## src/rtl/joystick_selector.sv

```systemverilog
// Joystick-driven value selector: a press steps the value once, holding it auto-repeats
// after FIRST_DELAY and then every REPEAT_DELAY cycles, with release hysteresis.
module joystick_selector #(
   parameter int ADC_W        = 12,
   parameter int VAL_W        = 4,
   parameter int MAX_VAL      = 2**VAL_W-1,
   parameter int RESET_VAL    = 0,
   parameter int HI_THRESH    = 12'h750,
   parameter int LO_THRESH    = 12'h500,
   parameter int HYST         = 12'h040,
   parameter int FIRST_DELAY  = 5000000,
   parameter int REPEAT_DELAY = 1250000,
   parameter int WRAP         = 1
) (
   input  logic             clk,
   input  logic             reset,
   input  logic             enable,
   input  logic [ADC_W-1:0] axis_value,
   input  logic             load,
   input  logic [VAL_W-1:0] load_value,
   output logic [VAL_W-1:0] value,
   output logic             step_up,
   output logic             step_down,
   output logic             held,
   output logic             at_limit
);

   localparam int MAX_DELAY = (FIRST_DELAY > REPEAT_DELAY) ? FIRST_DELAY : REPEAT_DELAY;
   localparam int CNT_W     = $clog2(MAX_DELAY);

   localparam logic [CNT_W-1:0] FIRST_LAST  = CNT_W'(FIRST_DELAY - 1);
   localparam logic [CNT_W-1:0] REPEAT_LAST = CNT_W'(REPEAT_DELAY - 1);
   localparam logic [ADC_W-1:0] PRESS_UP    = ADC_W'(HI_THRESH);
   localparam logic [ADC_W-1:0] PRESS_DN    = ADC_W'(LO_THRESH);
   localparam logic [ADC_W-1:0] RELEASE_UP  = ADC_W'(HI_THRESH - HYST);
   localparam logic [ADC_W-1:0] RELEASE_DN  = ADC_W'(LO_THRESH + HYST);
   localparam logic [VAL_W-1:0] MAX_V       = VAL_W'(MAX_VAL);
   localparam logic [VAL_W-1:0] RESET_V     = VAL_W'(RESET_VAL);

   typedef enum logic [1:0] {IDLE, FIRST, REPEAT} state_t;
   typedef enum logic {DIR_UP, DIR_DN} dir_t;

   // Step helpers return {refused, next_value}; refused is only ever set in saturate mode.
   function automatic logic [VAL_W:0] inc_val(input logic [VAL_W-1:0] v);
      if (v >= MAX_V)
         return (WRAP != 0) ? {1'b0, {VAL_W{1'b0}}} : {1'b1, v};
      return {1'b0, v + VAL_W'(1)};
   endfunction

   function automatic logic [VAL_W:0] dec_val(input logic [VAL_W-1:0] v);
      if (v == '0)
         return (WRAP != 0) ? {1'b0, MAX_V} : {1'b1, v};
      return {1'b0, v - VAL_W'(1)};
   endfunction

   function automatic logic [VAL_W-1:0] clamp_load(input logic [VAL_W-1:0] v);
      return (v > MAX_V) ? MAX_V : v;
   endfunction

   logic [ADC_W-1:0] axis_q;
   state_t           state_q, state_d;
   dir_t             dir_q, dir_d;
   logic [CNT_W-1:0] cnt_q, cnt_d;
   logic             req_up, req_dn;
   logic             press_up, press_dn, released;
   logic [VAL_W-1:0] value_d;
   logic             step_up_d, step_dn_d, limit_d;
   logic [VAL_W:0]   bump;

   assign press_up = axis_q > PRESS_UP;
   assign press_dn = axis_q < PRESS_DN;
   // A reversal past the opposite threshold also satisfies these, so it ends the hold.
   assign released = (dir_q == DIR_UP) ? (axis_q <= RELEASE_UP) : (axis_q >= RELEASE_DN);
   assign held     = (state_q != IDLE);

   always_comb begin
      state_d = state_q;
      dir_d   = dir_q;
      cnt_d   = cnt_q;
      req_up  = 1'b0;
      req_dn  = 1'b0;
      if (!enable) begin
         state_d = IDLE;
         cnt_d   = '0;
      end else begin
         case (state_q)
            IDLE: begin
               cnt_d = '0;
               if (press_up) begin
                  state_d = FIRST;
                  dir_d   = DIR_UP;
                  req_up  = 1'b1;
               end else if (press_dn) begin
                  state_d = FIRST;
                  dir_d   = DIR_DN;
                  req_dn  = 1'b1;
               end
            end
            FIRST: begin
               if (released) begin
                  state_d = IDLE;
                  cnt_d   = '0;
               end else if (cnt_q == FIRST_LAST) begin
                  state_d = REPEAT;
                  cnt_d   = '0;
                  req_up  = (dir_q == DIR_UP);
                  req_dn  = (dir_q == DIR_DN);
               end else begin
                  cnt_d = cnt_q + CNT_W'(1);
               end
            end
            REPEAT: begin
               if (released) begin
                  state_d = IDLE;
                  cnt_d   = '0;
               end else if (cnt_q == REPEAT_LAST) begin
                  cnt_d  = '0;
                  req_up = (dir_q == DIR_UP);
                  req_dn = (dir_q == DIR_DN);
               end else begin
                  cnt_d = cnt_q + CNT_W'(1);
               end
            end
            default: begin
               state_d = IDLE;
               cnt_d   = '0;
            end
         endcase
      end
   end

   // Load wins over any step requested in the same cycle and leaves the FSM untouched.
   always_comb begin
      value_d   = value;
      step_up_d = 1'b0;
      step_dn_d = 1'b0;
      limit_d   = 1'b0;
      bump      = '0;
      if (load) begin
         value_d = clamp_load(load_value);
      end else if (req_up) begin
         bump      = inc_val(value);
         value_d   = bump[VAL_W-1:0];
         step_up_d = ~bump[VAL_W];
         limit_d   = bump[VAL_W];
      end else if (req_dn) begin
         bump      = dec_val(value);
         value_d   = bump[VAL_W-1:0];
         step_dn_d = ~bump[VAL_W];
         limit_d   = bump[VAL_W];
      end
   end

   always_ff @(posedge clk) begin
      if (reset) begin
         axis_q    <= '0;
         state_q   <= IDLE;
         dir_q     <= DIR_UP;
         cnt_q     <= '0;
         value     <= RESET_V;
         step_up   <= 1'b0;
         step_down <= 1'b0;
         at_limit  <= 1'b0;
      end else begin
         axis_q    <= axis_value;
         state_q   <= state_d;
         dir_q     <= dir_d;
         cnt_q     <= cnt_d;
         value     <= value_d;
         step_up   <= step_up_d;
         step_down <= step_dn_d;
         at_limit  <= limit_d;
      end
   end

endmodule

```

## config.mk

```make
export PLATFORM = sky130hd
export DESIGN_NAME = joystick_selector
export DESIGN_NICKNAME = d
export VERILOG_FILES = /design/src/rtl/joystick_selector.sv
export SDC_FILE = /design/constraint.sdc
export NUM_CORES = 1
export LEC_CHECK = 0
export CORE_MARGIN = 2
export CORE_UTILIZATION = 65
export DETAILED_ROUTE_END_ITERATION = 12
export DONT_BUFFER_PORTS = 1
export GPL_ROUTABILITY_DRIVEN = 0
export MAX_ROUTING_LAYER = met4
export PLACE_DENSITY = 0.81
export RECOVER_POWER = 100
export SLEW_MARGIN = 20
export SYNTH_ARGS = -nofsm -noshare
export SYNTH_HDL_FRONTEND = slang
export SYNTH_SLANG_ARGS = --single-unit
```

## constraint.sdc

```tcl
create_clock -name clk -period 4.83 [get_ports clk]
set_clock_uncertainty 0.05 [all_clocks]
set_input_delay 0.966 -clock clk [delete_from_list [all_inputs] [get_ports clk]]
set_output_delay 0.966 -clock clk [all_outputs]
set_load 0.02 [all_outputs]
```

==> Word-level counts from Yosys, hierarchy flattened <==
Index checks and enable logic that the tools add are counted.
{ "totals": {"wordCells": 92, "out_inout_bits": 8, "reg_bits": 45} }
{ "classes": {"n_lt_le_gt_ge": 6, "n_mux": 51, "n_addsub": 3, "n_reduce_logical": 11, "n_eq_ne": 7, "n_bitwise": 6} }
{ "op_table": {"columns": ["op", "count"], "rows": [
  ["2-to-1 mux 23 bit", 4],
  ["case mux 23 bit (2 select lines)", 1],
  ["2-to-1 mux 5 bit", 9],
  ["2-to-1 mux 1 bit", 25],
  ["adder 23 x 1 -> 23 bit (second input constant)", 1],
  ["== test 23 x 21 -> 1 bit (second input constant)", 1],
  ["== test 23 bit (second input constant)", 1],
  ["2-to-1 mux 4 bit", 4],
  ["greater-or-equal comparator 12 x 11 -> 1 bit (second input constant)", 1],
  ["> comparator 12 x 11 -> 1 bit (second input constant)", 1],
  ["<= comparator 12 x 11 -> 1 bit (second input constant)", 1],
  ["< comparator 12 x 11 -> 1 bit (second input constant)", 1],
  ["2-to-1 mux 2 bit", 5],
  ["inequality test 3 bit (second input constant)", 2],
  ["NOT 1 bit", 6],
  ["case mux 1 bit (3 select lines)", 2],
  ["case mux 2 bit (3 select lines)", 1],
  ["AND reduction 3 bit", 2],
  ["adder 4 x 1 -> 4 bit (second input constant)", 1],
  ["greater-or-equal comparator 4 bit (second input constant)", 1],
  ["> comparator 4 bit (second input constant)", 1],
  ["logical NOT 4 bit", 1],
  ["nonzero test 2 bit", 2],
  ["OR reduction 2 bit", 2],
  ["8 further kinds", 8]
]} }

==> Logic depth before layout (Yosys ltp) <==
Gate-level depths: netlist (run 1).
{ "logic_depth": {"ltp_word": 15, "mapped_depth": 9, "mapped_depth_nobuf": 9} }

==> Least setup slack after synthesis (run 1) <==
No wires, ideal clock.
{ "synth_path": {"path_type": "register -> register", "from": "register cnt_q[10]", "to": "register value[0]", "setup_time_ns": 0.117, "synth_period_minus_slack_ns": 2.414, "arrival_ns": 2.247, "stages_incl_launch_ff": 8, "t_required_ns": 4.663, "slack_ns": 2.416, "n_path_buf": 0, "cell_sequence": "dfxtp_1 > or4b_1 > or4_4 > o32ai_4 > a41oi_2 > o211ai_4 > o21ai_0 > a32o_1"} }
{ "synth_via": {"elab_chain_cells": 7} }
{ "synth_lines": {"columns": ["item", "line_no", "rtl"], "rows": [
  ["from (decl)", "63", "logic [CNT_W-1:0] cnt_q, cnt_d;"],
  ["from (signal assigned)", "168", "cnt_q <= cnt_d;"],
  ["== test 23 x 21 -> 1 bit / == test 23 bit (equally long branches)", "116, 103", null],
  ["2-to-1 mux 1 bit, on equally long branches", "116, 103", null],
  ["2-to-1 mux 1 bit, on equally long branches", "113, 100", null],
  ["case mux 1 bit (3 select lines)", "86", "case (state_q)"],
  ["2-to-1 mux 1 bit", "82", "if (!enable) begin"],
  ["2-to-1 mux 4 bit", "141", "end else if (req_up) begin"],
  ["2-to-1 mux 4 bit", "139", "if (load) begin"],
  ["to (signal assigned)", "169", "value <= value_d;"],
  ["to (decl)", "21", "output logic [VAL_W-1:0] value,"]
]} }
Parallel ways exist; a longest one is shown, timed or not.
A chain may end at the register's enable or synchronous reset.

==> Worst setup path in the final report (run 1) <==
{ "layout_path": {"from": "register cnt_q[6]", "to": "register value[0]"} }
The elaborated chain is that of the path after synthesis.

==> impl_metrics.env, run 1 <==
export IMPL_dr_pass1_iters=4
export IMPL_route_vias_total=1667
export IMPL_syn_area_mm2=0.00221
export IMPL_port_buffers=0
export IMPL_rsz0062_at_grt="no"
export IMPL_synth_nets=272
export IMPL_hold_path_class="reg -> reg"
export IMPL_synth_distinct_cells=58
export IMPL_cp_slowest_cell="or4bb_1"
export IMPL_synthFlopType="dfxtp_1"
export IMPL_maxSlewHeadroom=0.499
export IMPL_synth_edf_count=0
export IMPL_cts_clk_slew_worst_paths_ps=120
export IMPL_setup_viol_count_final=0
export IMPL_pin_count=28
export IMPL_initial_core_util=0.667
export IMPL_synth_warnings=0
export IMPL_period_share=0.607
export IMPL_total_power_mw=0.614
export IMPL_timing_setup_tns_ps=0
export IMPL_final_common_cell="dfxtp_1"
export IMPL_area_growth_pct=0.113
export IMPL_drt_wl_total_mm=3.78
export IMPL_slowest_delay_ps=510
export IMPL_worst_slew_pin_slew_ps=748
export IMPL_max_cap_viol_count=0
export IMPL_overflow=0
export IMPL_postCtsSetupBuffers=0
export IMPL_synthCells=244
export IMPL_yosys_register_bits=44
export IMPL_postSynthAreaPerCell_um2=9.05
export IMPL_fp_row_count=21
export IMPL_post_route_util=0.667
export IMPL_die_area_mm2=0.00388
export IMPL_drt_iter0_drc=72
export IMPL_dieHeight_um=62.3
export IMPL_p_int_mw=0.456
export IMPL_cts_sinks=44
export IMPL_antenna_cells=0
export IMPL_final_cell_mix="dfxtp_1, nor2_1, nor2b_1"
export IMPL_run_status="finished clean"
export IMPL_path_buf_inv=0
export IMPL_ys_seq_area_frac=0.399
export IMPL_ir_drop_uv=235
export IMPL_cp_arrival_ps=3150
export IMPL_p_leak_nw=0.769
export IMPL_max_freq_ghz=0.341
export IMPL_layout_min_cycle_time_ps=2930
export IMPL_worstPathCellList="or4bb_1, or4_1, o32ai_1, a31oi_1, o211ai_1, o21ai_0, a32o_1"
export IMPL_clock_latency_ps=360
export IMPL_cts_resized_gates=0
export IMPL_seq_power_share=0.639
export IMPL_dp_hpwl_mm=2.77
export IMPL_drc=0
export IMPL_grt_total_usage=0.232
export IMPL_grt_max_degree=24
export IMPL_p_sw_frac=0.257
export IMPL_ctsLongestPathBuffers=2
export IMPL_hold_viol=0
export IMPL_core_area_mm2=0.00331
export IMPL_r2r_setup_slack_ps=1900
export IMPL_p_per_area_mw_per_mm2=278
export IMPL_critical_path_class="reg -> reg"
export IMPL_cts_made_buffers=5
export IMPL_hold_buffers=0
export IMPL_tritoncts="yes"
export IMPL_cp_start_kind="register"
export IMPL_p_sw_mw=0.158
export IMPL_nets=273
export IMPL_clkPwrFrac=0.265
export IMPL_share_comb_of_total_power=0.096
export IMPL_crit_fanout=8
export IMPL_endpoint_kind="register"
export IMPL_ctsRootBufferMaster="clkbuf_4"
export IMPL_hold_ws_ps=441
export IMPL_drive_above_1_share=0.0531
export IMPL_finalMaxSlewViolations=0
export IMPL_postSynth_asyncResetShare=0
export IMPL_vias_per_cell=5.73
export IMPL_routedWlPerCell_um=13.0
export IMPL_antenna_found_initial=0
export IMPL_cp_required_ps=5040
export IMPL_drtAntennaViolNets=0
export IMPL_die_x_um=62.3
export IMPL_grt_pass1_vias=1598
export IMPL_h_tree_depth=2
export IMPL_crit_family="compound AO/OA/AOI/OAI gates"
export IMPL_grt_pass1_wl_mm=6.99
-- sequential cells by signal, summed over array words and instances, names as in the netlist --
register,flops
axis_q,12
cnt_q,23
dir_q,1
state_q,2
step_down,1
step_up,1
value,4
-- final cells by class --
cell class,instances,area (um2)
Inverter,13,48.8
Sequential cell,44,881
Multi-Input combinational cell,181,1180
Clock buffer,6,41.3
Clock inverter,1,5.00
Tap cell,46,57.6
Fill cell,292,1100
-- worst paths after layout --
path / depth (start not counted) / from / to
worst min-delay path: 1 / cnt_q[0] / cnt_q[0]
worst max-delay path: 7 / cnt_q[6] / value[0]
worst max register to register: 7 / cnt_q[6] / value[0]
worst min register to register: 1 / cnt_q[0] / cnt_q[0]
-- per-layer routing --
layer | share of wire | track usage
met4 | 0.016 | 0.106
met5 | 0 | -
met2 | 0.42 | 0.342
met1 | 0.52 | 0.302
met3 | 0.046 | 0.0598
-- synthesized netlist by cell type (2+ instances only) --
cell,number,share of area
and2_1,3,0.0085
nand3_1,11,0.025
inv_1,13,0.022
or3_1,3,0.0085
o41ai_1,3,0.012
ha_1,8,0.045
xor2_1,13,0.052
o21ai_0,10,0.023
nand2_1,13,0.022
a211oi_1,2,0.0068
o211a_1,2,0.0091
dfxtp_1,44,0.40
buf_2,3,0.0068
buf_4,2,0.0068
xnor2_1,6,0.024
and3_2,2,0.0068
nor3_1,4,0.0091
nor4_1,3,0.0085
and3_1,4,0.011
nor2b_1,15,0.043
a21oi_1,8,0.018
nor2_1,29,0.049
nand4_1,7,0.020
or2_2,2,0.0057
-- power groups by stage --
stage	Clock, mW	Sequential (mW)	Combinational (mW)
floorplan	0	0.397	0.0578
global placement	0	0.400	0.0606
detailed placement	0	0.401	0.0624
CTS	0.168	0.392	0.0627
global route	0.187	0.395	0.0673
finish	0.163	0.392	0.0589
-- cells by family after synthesis --
logic type / after synthesis / synth area share
AO/OA/AOI/OAI: 43 / 0.158
XOR/XNOR: 19 / 0.0754
adder cells (fa/ha/maj): 8 / 0.0454
buffers and inverters: 19 / 0.0414
flip-flops: 44 / 0.399
multiplexers: 2 / 0.00964
other: 1 / 0.00170
AND/OR/NAND/NOR: 108 / 0.269
-- through the flow --
step / worst slack [ps] / instance area (um2) / instances
global route: 1740 / 2210 / 291
global placement: 2250 / 2220 / 284
finish: 1900 / 2210 / 291
CTS: 2200 / 2270 / 291
detailed placement: 2210 / 2220 / 284
floorplan: 2420 / 2210 / 244
No activity file was read; power rests on OpenSTA's default activity.
==> run 2: changes to the inputs <==
--- a/config.mk
+++ b/config.mk
@@ -6,12 +6,12 @@
 export NUM_CORES = 1
 export LEC_CHECK = 0
 export CORE_MARGIN = 2
-export CORE_UTILIZATION = 65
+export CORE_UTILIZATION = 56
 export DETAILED_ROUTE_END_ITERATION = 12
 export DONT_BUFFER_PORTS = 1
 export GPL_ROUTABILITY_DRIVEN = 0
 export MAX_ROUTING_LAYER = met4
-export PLACE_DENSITY = 0.81
+export PLACE_DENSITY = 0.74
 export RECOVER_POWER = 100
 export SLEW_MARGIN = 20
 export SYNTH_ARGS = -nofsm -noshare
==> constraint.sdc (replaced) <==
create_clock -name clk -period 2.4 [get_ports clk]
set_clock_uncertainty 0.05 [all_clocks]
set_input_delay 0.48 -clock clk [delete_from_list [all_inputs] [get_ports clk]]
set_output_delay 0.48 -clock clk [all_outputs]
set_load 0.02 [all_outputs]
==> run 2 against run 1 <==
Net effect:
- cell area rose by 13%
- the flow now finishes with violations (setup timing)
- hold slack got worse by 250 ps
- wire length rose by 17%
- highest routed layer unchanged
- via count rose by 5.6%
- utilization rose by 0.50 points
- worst setup slack got worse by 2000 ps
- register-to-register slack got worse by 2000 ps
- critical path type unchanged
- critical path depth did not move
- count of clock-buffer cells in the layout fell by 1
- first-iteration DRC count rose by 38%
- sequential share of layout area fell by 4.4 points
- total power rose by 140%
==> impl_metrics.env, run 2 (synthesis results as in run 1) <==
export IMPL_run_status="finished with violations"
export IMPL_violations="setup timing"
export IMPL_drtAntennaViolNets=0
export IMPL_ir_drop_uv=473
export IMPL_hold_path_class="in -> reg"
export IMPL_hold_buffers=0
export IMPL_ctsRootBufferMaster="clkbuf_8"
export IMPL_route_vias_total=1760
export IMPL_worst_r2r_cell_count=7
export IMPL_nets=292
export IMPL_dp_slack_ps=-123
export IMPL_clock_latency_ps=300
export IMPL_critical_path_class="reg -> reg"
export IMPL_p_per_area_mw_per_mm2=595
export IMPL_drt_iter0_drc=99
export IMPL_regMostFlops="cnt_q"
export IMPL_finalMaxSlewViolations=0
export IMPL_total_power_mw=1.49
export IMPL_hold_start="reset"
export IMPL_cts_clk_slew_worst_paths_ps=80
export IMPL_placed_cells=302
export IMPL_antenna_cells=0
export IMPL_cts_made_buffers=5
export IMPL_routedWlPerCell_um=14.1
export IMPL_max_cap_viol_count=0
export IMPL_endpoint_kind="register"
export IMPL_drt_wl_total_mm=4.42
export IMPL_antenna_found_initial=0
export IMPL_tritoncts="yes"
export IMPL_setup_ws_ps=-87.2
export IMPL_overflow=0
export IMPL_stdcell_count=313
export IMPL_grt_pass1_vias=1685
export IMPL_hold_viol=0
export IMPL_max_freq_ghz=0.402
export IMPL_drive_above_1_share=0.166
export IMPL_maxSlewHeadroom=0.585
export IMPL_grt_max_degree=24
export IMPL_pin_count=28
export IMPL_area_growth_pct=13.2
export IMPL_worst_slew_pin_slew_ps=623
export IMPL_vias_per_cell=5.62
export IMPL_p_leak_nw=0.904
export IMPL_dr_pass1_iters=4
export IMPL_timing_setup_tns_ps=-222
export IMPL_rsz0062_at_grt="yes"
export IMPL_drc=0
export IMPL_h_tree_depth=2
export IMPL_hold_ws_ps=193
export IMPL_grt_total_usage=0.230
export IMPL_cp_start_kind="register"
export IMPL_die_area_mm2=0.00446
export IMPL_timing_rr_start="cnt_q[8]"
export IMPL_cp_required_ps=2550
export IMPL_crit_fanout=8
export IMPL_dp_hpwl_mm=3.31
export IMPL_die_x_um=66.8
export IMPL_cp_arrival_ps=2630
export IMPL_period_share=1.04
export IMPL_setup_viol_count_final=4
export IMPL_largestRegisters="cnt_q: 23 flops, axis_q: 12 flops, value: 4 flops"
export IMPL_dieHeight_um=66.8
export IMPL_final_common_cell="dfxtp_1"
export IMPL_crit_path_start="cnt_q[8]"
export IMPL_fp_row_count=22
export IMPL_final_cell_mix="dfxtp_1, nor2_1, nor2b_1, buf_4"
export IMPL_layout_min_cycle_time_ps=2490
export IMPL_ctsLongestPathBuffers=2
export IMPL_port_buffers=0
export IMPL_hold_depth=1
export IMPL_largest_register_ffs=23
export IMPL_cts_sinks=44
export IMPL_initial_core_util=0.594
export IMPL_core_area_mm2=0.00372
export IMPL_grt_pass1_wl_mm=7.55
[run 2: cell count changes in the layout (fill, tap and decap cells not counted), moves of 2 or more]
cell and change:
dfxtp_2 +4, o21ai_1 +2, buf_4 +15, dfxtp_1 -4
clkbuf_4 -4, clkbuf_8 +5, o21ai_0 -2
[run 2: final timing paths]
check	end	slack (ps)
max reg2reg	value[0]	-90
min reg2reg	cnt_q[0]	450
min	axis_q[10]	190
max	value[0]	-90
[run 2: layout make-up]
class	count	area (um2)
inverter	13	48.8
clock inverter	3	42.5
timing repair buffer	19	140
sequential	44	886
fill	321	1220
multi-input combinational	181	1250
tap	48	60.1
clock buffer	5	68.8
[run 2: layer usage]
metal | up-vias | routed length, um | GRT usage
met5 | - | 0 | -
met3 | 6 | 234 | 0.0574
met1 | 813 | 2080 | 0.290
met4 | 0 | 52 | 0.0689
met2 | 47 | 2050 | 0.366
li1 | 894 | - | -
[run 2: per-stage QoR]
step                      area (um2)   util
after CTS                       2480  0.668
final                           2500  0.672
after detailed placement        2360  0.635
after floorplan                 2210      -
after global routing            2500  0.672
after global placement          2360  0.635
[run 2: worst max-delay path, cell delays in order, from the launching register on]
cell	delay (ps)
dfxtp_2	320
or4bb_1	500
or4_4	560
o32ai_4	170
a41oi_2	220
o211ai_4	290
o21ai_1	90
a32o_1	200
[run 2: what timing repair did]
action	in CTS	in global routing
gates cloned	0	0
buffers inserted	1	2
setup endpoints to repair	6	29
resized for setup	2	5
pin swaps	5	1
[run 2: where the power goes]
part | total [mW] | internal [mW] | switching [mW]
logic | 0.148 | 0.0701 | 0.0782
clock network | 0.555 | 0.308 | 0.247
registers | 0.784 | 0.753 | 0.0314
total | 1.49 | 1.13 | 0.357
